<file path="src/rtl/lookup_pkg.sv">
// lookup_pkg: constants shared by the key packer and the lookup2 hash stage
package lookup_pkg;
    localparam int BLOCK_BYTES = 12;
    localparam int KEY_W       = 640;
    localparam logic FILL = 1'b0;
    localparam logic EMIT = 1'b1;
    localparam logic [31:0] GOLDEN_RATIO = 32'h9e3779b9;
    localparam logic [31:0] INIT_SEED    = 32'hdeadbeef;
endpackage

</file>
<file path="src/rtl/key_packer.sv">
// key_packer: packs a key byte stream into 96-bit k0/k1/k2 blocks for lookup2
// CLK, RST                               clock, synchronous active-high reset
// in_valid/in_ready/in_data/in_last      key byte stream
// out_enable/out_ready                   block handshake towards the hash stage
// out_key/out_last/out_idx/out_len       block, last flag, block index, key length
// err                                    sticky, a key exceeded MAX_BYTES
module key_packer
    import lookup_pkg::*;
#(
    parameter bit LITTLE_ENDIAN = 1'b0,
    parameter int MAX_BYTES     = 80,
    parameter int LEN_W         = 16
) (
    input  logic             CLK,
    input  logic             RST,
    input  logic             in_valid,
    output logic             in_ready,
    input  logic [7:0]       in_data,
    input  logic             in_last,
    output logic             out_enable,
    input  logic             out_ready,
    output logic [KEY_W-1:0] out_key,
    output logic             out_last,
    output logic [3:0]       out_idx,
    output logic [LEN_W-1:0] out_len,
    output logic             err
);
    localparam logic [LEN_W-1:0] MAX_L     = LEN_W'(MAX_BYTES);
    localparam logic [3:0]       LAST_SLOT = 4'(BLOCK_BYTES - 1);
    if (LEN_W < $clog2(MAX_BYTES + 1)) begin : g_len_chk
        $error("key_packer: LEN_W too narrow for MAX_BYTES");
    end
    logic             state;
    logic [3:0]       slot;
    logic [3:0]       idx;
    logic [95:0]      blk;
    logic [95:0]      blk_nxt;
    logic [LEN_W-1:0] len;
    logic             last_r;
    logic             take;
    logic             done;
    assign in_ready   = state == FILL;
    assign take       = in_valid & in_ready;
    assign out_enable = state == EMIT;
    assign done       = out_enable & out_ready;
    assign out_key    = out_enable ? {{(KEY_W - 96){1'b0}}, blk} : '0;
    assign out_last   = out_enable & last_r;
    assign out_idx    = out_enable ? idx : 4'd0;
    assign out_len    = out_last ? len : '0;
    // Lane position: string order fills from bit 95 down; Jenkins order
    // puts byte 0 in the low byte of k0, byte 4 in the low byte of k1, ...
    for (genvar i = 0; i < BLOCK_BYTES; i++) begin : g_lane
        localparam int POS = LITTLE_ENDIAN ? 64 - 32 * (i / 4) + 8 * (i % 4) : 88 - 8 * i;
        assign blk_nxt[POS +: 8] = (take && slot == 4'(i)) ? in_data : blk[POS +: 8];
    end
    always_ff @(posedge CLK) begin
        if (RST) begin
            state  <= FILL;
            slot   <= 4'd0;
            blk    <= '0;
            len    <= '0;
            idx    <= 4'd0;
            err    <= 1'b0;
            last_r <= 1'b0;
        end else if (take) begin
            blk    <= blk_nxt;
            slot   <= slot + 4'd1;
            len    <= &len ? len : len + 1'b1;
            err    <= err | (len >= MAX_L);
            last_r <= in_last;
            if (in_last || slot == LAST_SLOT) state <= EMIT;
        end else if (done) begin
            state <= FILL;
            blk   <= '0;
            slot  <= 4'd0;
            idx   <= last_r ? 4'd0 : idx + 4'd1;
            if (last_r) len <= '0;
        end
    end
endmodule

</file>
<file path="config.mk">
export PLATFORM = sky130hd
export DESIGN_NAME = key_packer
export DESIGN_NICKNAME = d
export VERILOG_FILES = /design/src/rtl/lookup_pkg.sv /design/src/rtl/key_packer.sv
export SDC_FILE = /design/constraint.sdc
export NUM_CORES = 1
export LEC_CHECK = 0
export ABC_AREA = 0
export CAP_MARGIN = 30
export CORE_AREA = 2 2 267 269
export DETAILED_ROUTE_END_ITERATION = 10
export DIE_AREA = 0 0 269 271
export MAX_ROUTING_LAYER = met4
export PLACE_DENSITY = 0.49
export SYNTH_ARGS = -nofsm -noshare
export SYNTH_HDL_FRONTEND = slang
export SYNTH_SLANG_ARGS = --single-unit
</file>
<file path="constraint.sdc">
create_clock -name CLK -period 2.4 [get_ports CLK]
set_input_delay 0.36 -clock CLK [delete_from_list [all_inputs] [get_ports CLK]]
set_output_delay 0.36 -clock CLK [all_outputs]
set_load 0.05 [all_outputs]
</file>
==> qor.yml <==
finish:
  layout-drive-gt1-share_pct: 15.45
  final_nets: 1347
  final_cell_mix: "544 x conb_1, 122 x dfxtp_1, 112 x nor2_1"
  final_cells: 2281
  fillers: 7926
  syn2layout_area_growth_pct: 16.81
  final_common_cell: "conb_1"
detailed_routing:
  drc: 0
  drt_pass1_iterations: 4
  dr.first_iter.drc_count: 267
  wl_per_cell_um: 11.75
  postRouteAntennaNets: 0
  vias_per_cell: 2.748
  wl_mm: 26.80
  dr_total_vias: 6268
power_and_ir_drop:
  p_seq_share_pct: 30.4
  p_total_mw: 6.958
  p_leak_nw: 5.223
  p_clk_share_pct: 35.3
  max-vdd-ir-drop_mv: 0.5779
  power_density_mw_per_mm2: 597.2
  internal_power_mw: 3.620
  netSwitchingFraction_pct: 47.97
  p_sw_mw: 3.338
  pwr-share-comb_pct: 34.3
clocking:
  cts_tree: "done"
  htreeDepth: 4
  cts_hold_buf: 0
  cts_buffer_depth: 2
  cts_num_sinks: 123
  cts_buffers: 17
  clock_latency_ns: 0.45
  clock-root-buffer: "clkbuf_16"
  ctsResizeCount: 0
  postCtsSetupBuffers: 1
  clk_pin_slew_worst_paths_ns: 0.06
synthesis:
  ys_seq_area_share_pct: 24.69
  yosys_warnings: 0
  ys_types: 55
  synthAdderAreaFrac_pct: 0.8782
  synth_compound_area_share_pct: 5.269
  synth_top_family_by_area: "buffers and inverters"
  syn_area_mm2: 0.009973
  yosys.area_share.simple_pct: 15.62
  synthFlopType: "dfxtp_1"
  synth-seq-cells: 123
  synth-edff-count: 0
  synthArstFlopShare_pct: 0
  synthXorXnorAreaFrac_pct: 0.2635
  synth_cells: 1188
  synthMuxAreaShare_pct: 9.748
  syn_area_per_cell_um2: 8.395
setup_path:
  critPathMostFrequentCell: "buf_4"
  crit_type: "flop to output pin"
  crit_family: "buffers and inverters"
  crit_path_start_kind: "flop"
  reg2reg_to: "blk[93]$_SDFFE_PP0P_"
  worstRegToRegCells: 5
  cp.arrival_ns: 1.87
  r2r_slack_ns: 0.34
  crit_path_cell_trace: "buf_4, and2_1, buf_4"
  path_buf_inv: 2
  critPathCaptureType: "output pin"
  slowest_delay_ns: 0.53
  slowest_stage: "dfxtp_4"
  r2r-start: "out_enable$_SDFFE_PP0P_"
  path_max_fanout: 38
  crit_required_ns: 2.04
grt:
  antenna_found_initial: 2
  gr-max-usage-layer: "met2"
  grt_util_met2_pct: 10.90
  grt_use_met3_pct: 2.239
  track_usage_pct: 7.125
  grt-ovfl-total: 0
  grt_pass1_wl_mm: 36.29
  grt_max_degree: 102
  met1_usage_pct: 8.763
  grt_pass1_vias: 5220
timing:
  max_slew_margin_pct: 57.45
  max_freq_ghz: 0.4482
  finalHoldViolations: 0
  clock_skew_ns: 0.01892
  whs_ns: 0.2642
  min_period_ns: 2.231
  rsz0062_at_grt: "no"
  setup_ws_ns: 0.1689
  fin_crit_sh_pct: 92.96
  finalSetupViolCount: 0
  worst_pin_slew_ns: 0.6330
  maxSlewViolCount: 0
  tns_ns: 0
place:
  hpwlAfterDp_mm: 19.57
  dp_slack_ns: -0.03915
  port_buffers: 132
  place_congestion: 0.7327
  place_inst: 2247
flow_run:
  cap_violations: 0
worst_hold_path:
  holdPathStages: 2
  hold_path.class: "input pin to flop"
  hold_start: "RST"
  hold_end: "err$_SDFFE_PP0P_"
status:
  outcome: "finished clean"
floorplanning:
  fp.dieW_um: 269
  die_y_um: 271
  io_pins: 677
  rows: 97
  coreArea_mm2: 0.06979
  start_util_pct: 14.29
  die-area_mm2: 0.07290
-- synthesized netlist by cell type, drive strengths merged, types with 2 or more instances --
cell type | count | share of area, %
dfxtp | 123 | 25
or4 | 2 | 0.15
o211a | 2 | 0.20
a31oi | 8 | 0.50
xor2 | 2 | 0.18
buf | 556 | 42
inv | 13 | 0.49
o21ai | 17 | 2.2
and3 | 16 | 1.0
o32ai | 2 | 0.18
and2 | 111 | 7.0
nand2 | 14 | 0.55
nand2b | 3 | 0.19
clkbuf | 35 | 1.3
a311oi | 3 | 0.26
nor2 | 112 | 4.2
or3 | 2 | 0.13
nor2b | 3 | 0.19
nor3 | 4 | 0.20
nand3 | 11 | 0.55
nor4 | 3 | 0.40
nand4 | 5 | 0.31
o211ai | 2 | 0.15
a21oi | 11 | 0.55
nand4bb | 2 | 0.23
a221oi | 2 | 0.18
ha | 7 | 0.88
mux2i | 96 | 9.6
nand3b | 2 | 0.15
-- layout make-up --
| cell class | count | area, µm² | area share [%] |
|---|---|---|---|
| multi-input combinational | 1004 | 5214 | 44.75 |
| tap | 940 | 1176 | 10.10 |
| antenna | 1 | 2.502 | 0.02148 |
| inverter | 13 | 48.80 | 0.4189 |
| timing repair buffer | 168 | 2202 | 18.90 |
| clock inverter | 15 | 115.1 | 0.9881 |
| sequential | 123 | 2466 | 21.17 |
| clock buffer | 17 | 425.4 | 3.652 |
-- cell families after synthesis --
family | Yosys count
buffers and inverters | 604
and+or+nand+nor | 294
DFF | 123
muxes | 97
AOI/OAI and AO/OA | 59
adders and majority gates | 7
xor gates and xnor gates | 3
other | 1
-- per-stage QoR --
stage / area (µm²) / util (%)
after detailed placement: 11090 / 15.89
final: 11650 / 16.69
after floorplan: 12010 / -
after global routing: 11650 / 16.69
after CTS: 11650 / 16.69
after global placement: 11090 / 15.89
-- power by group through the flow --
stage	clock, mW	sequential [mW]	combinational [mW]
2_1_floorplan	0	2.15	2.83
4_1_cts	2.59	2.11	2.38
3_5_place_dp	0	2.16	2.37
6_report	2.46	2.11	2.39
5_1_grt	2.65	2.12	2.49
3_3_place_gp	0	2.16	2.37
-- worst max path at each step --
stage,start,endpoint,slack (ns),cells past startpoint
2_1_floorplan,out_enable$_SDFFE_PP0P_,out_len[10],0.27,4
3_3_place_gp,in_valid,blk[92]$_SDFFE_PP0P_,-0.04,5
3_5_place_dp,in_valid,blk[89]$_SDFFE_PP0P_,-0.04,5
4_1_cts,out_enable$_SDFFE_PP0P_,out_key[93],0.09,3
5_1_grt,out_enable$_SDFFE_PP0P_,out_key[93],0.06,3
6_report,out_enable$_SDFFE_PP0P_,out_key[93],0.17,3
-- registers in the layout, summed over array words and instances, names as in the netlist --
name / flops
slot: 4
blk: 96
err: 1
len: 16
idx: 4
out_enable: 1
last_r: 1
-- layer usage --
| layer | wire (µm) | part of all wire (%) | up-vias |
|---|---|---|---|
| met5 | 0 | 0 | - |
| met4 | 374 | 1.4 | 0 |
| met3 | 2255 | 8.4 | 17 |
| met2 | 12640 | 47 | 346 |
| met1 | 11530 | 43 | 2898 |
| li1 | - | - | 3007 |
Power figures use the tool's default switching activity.
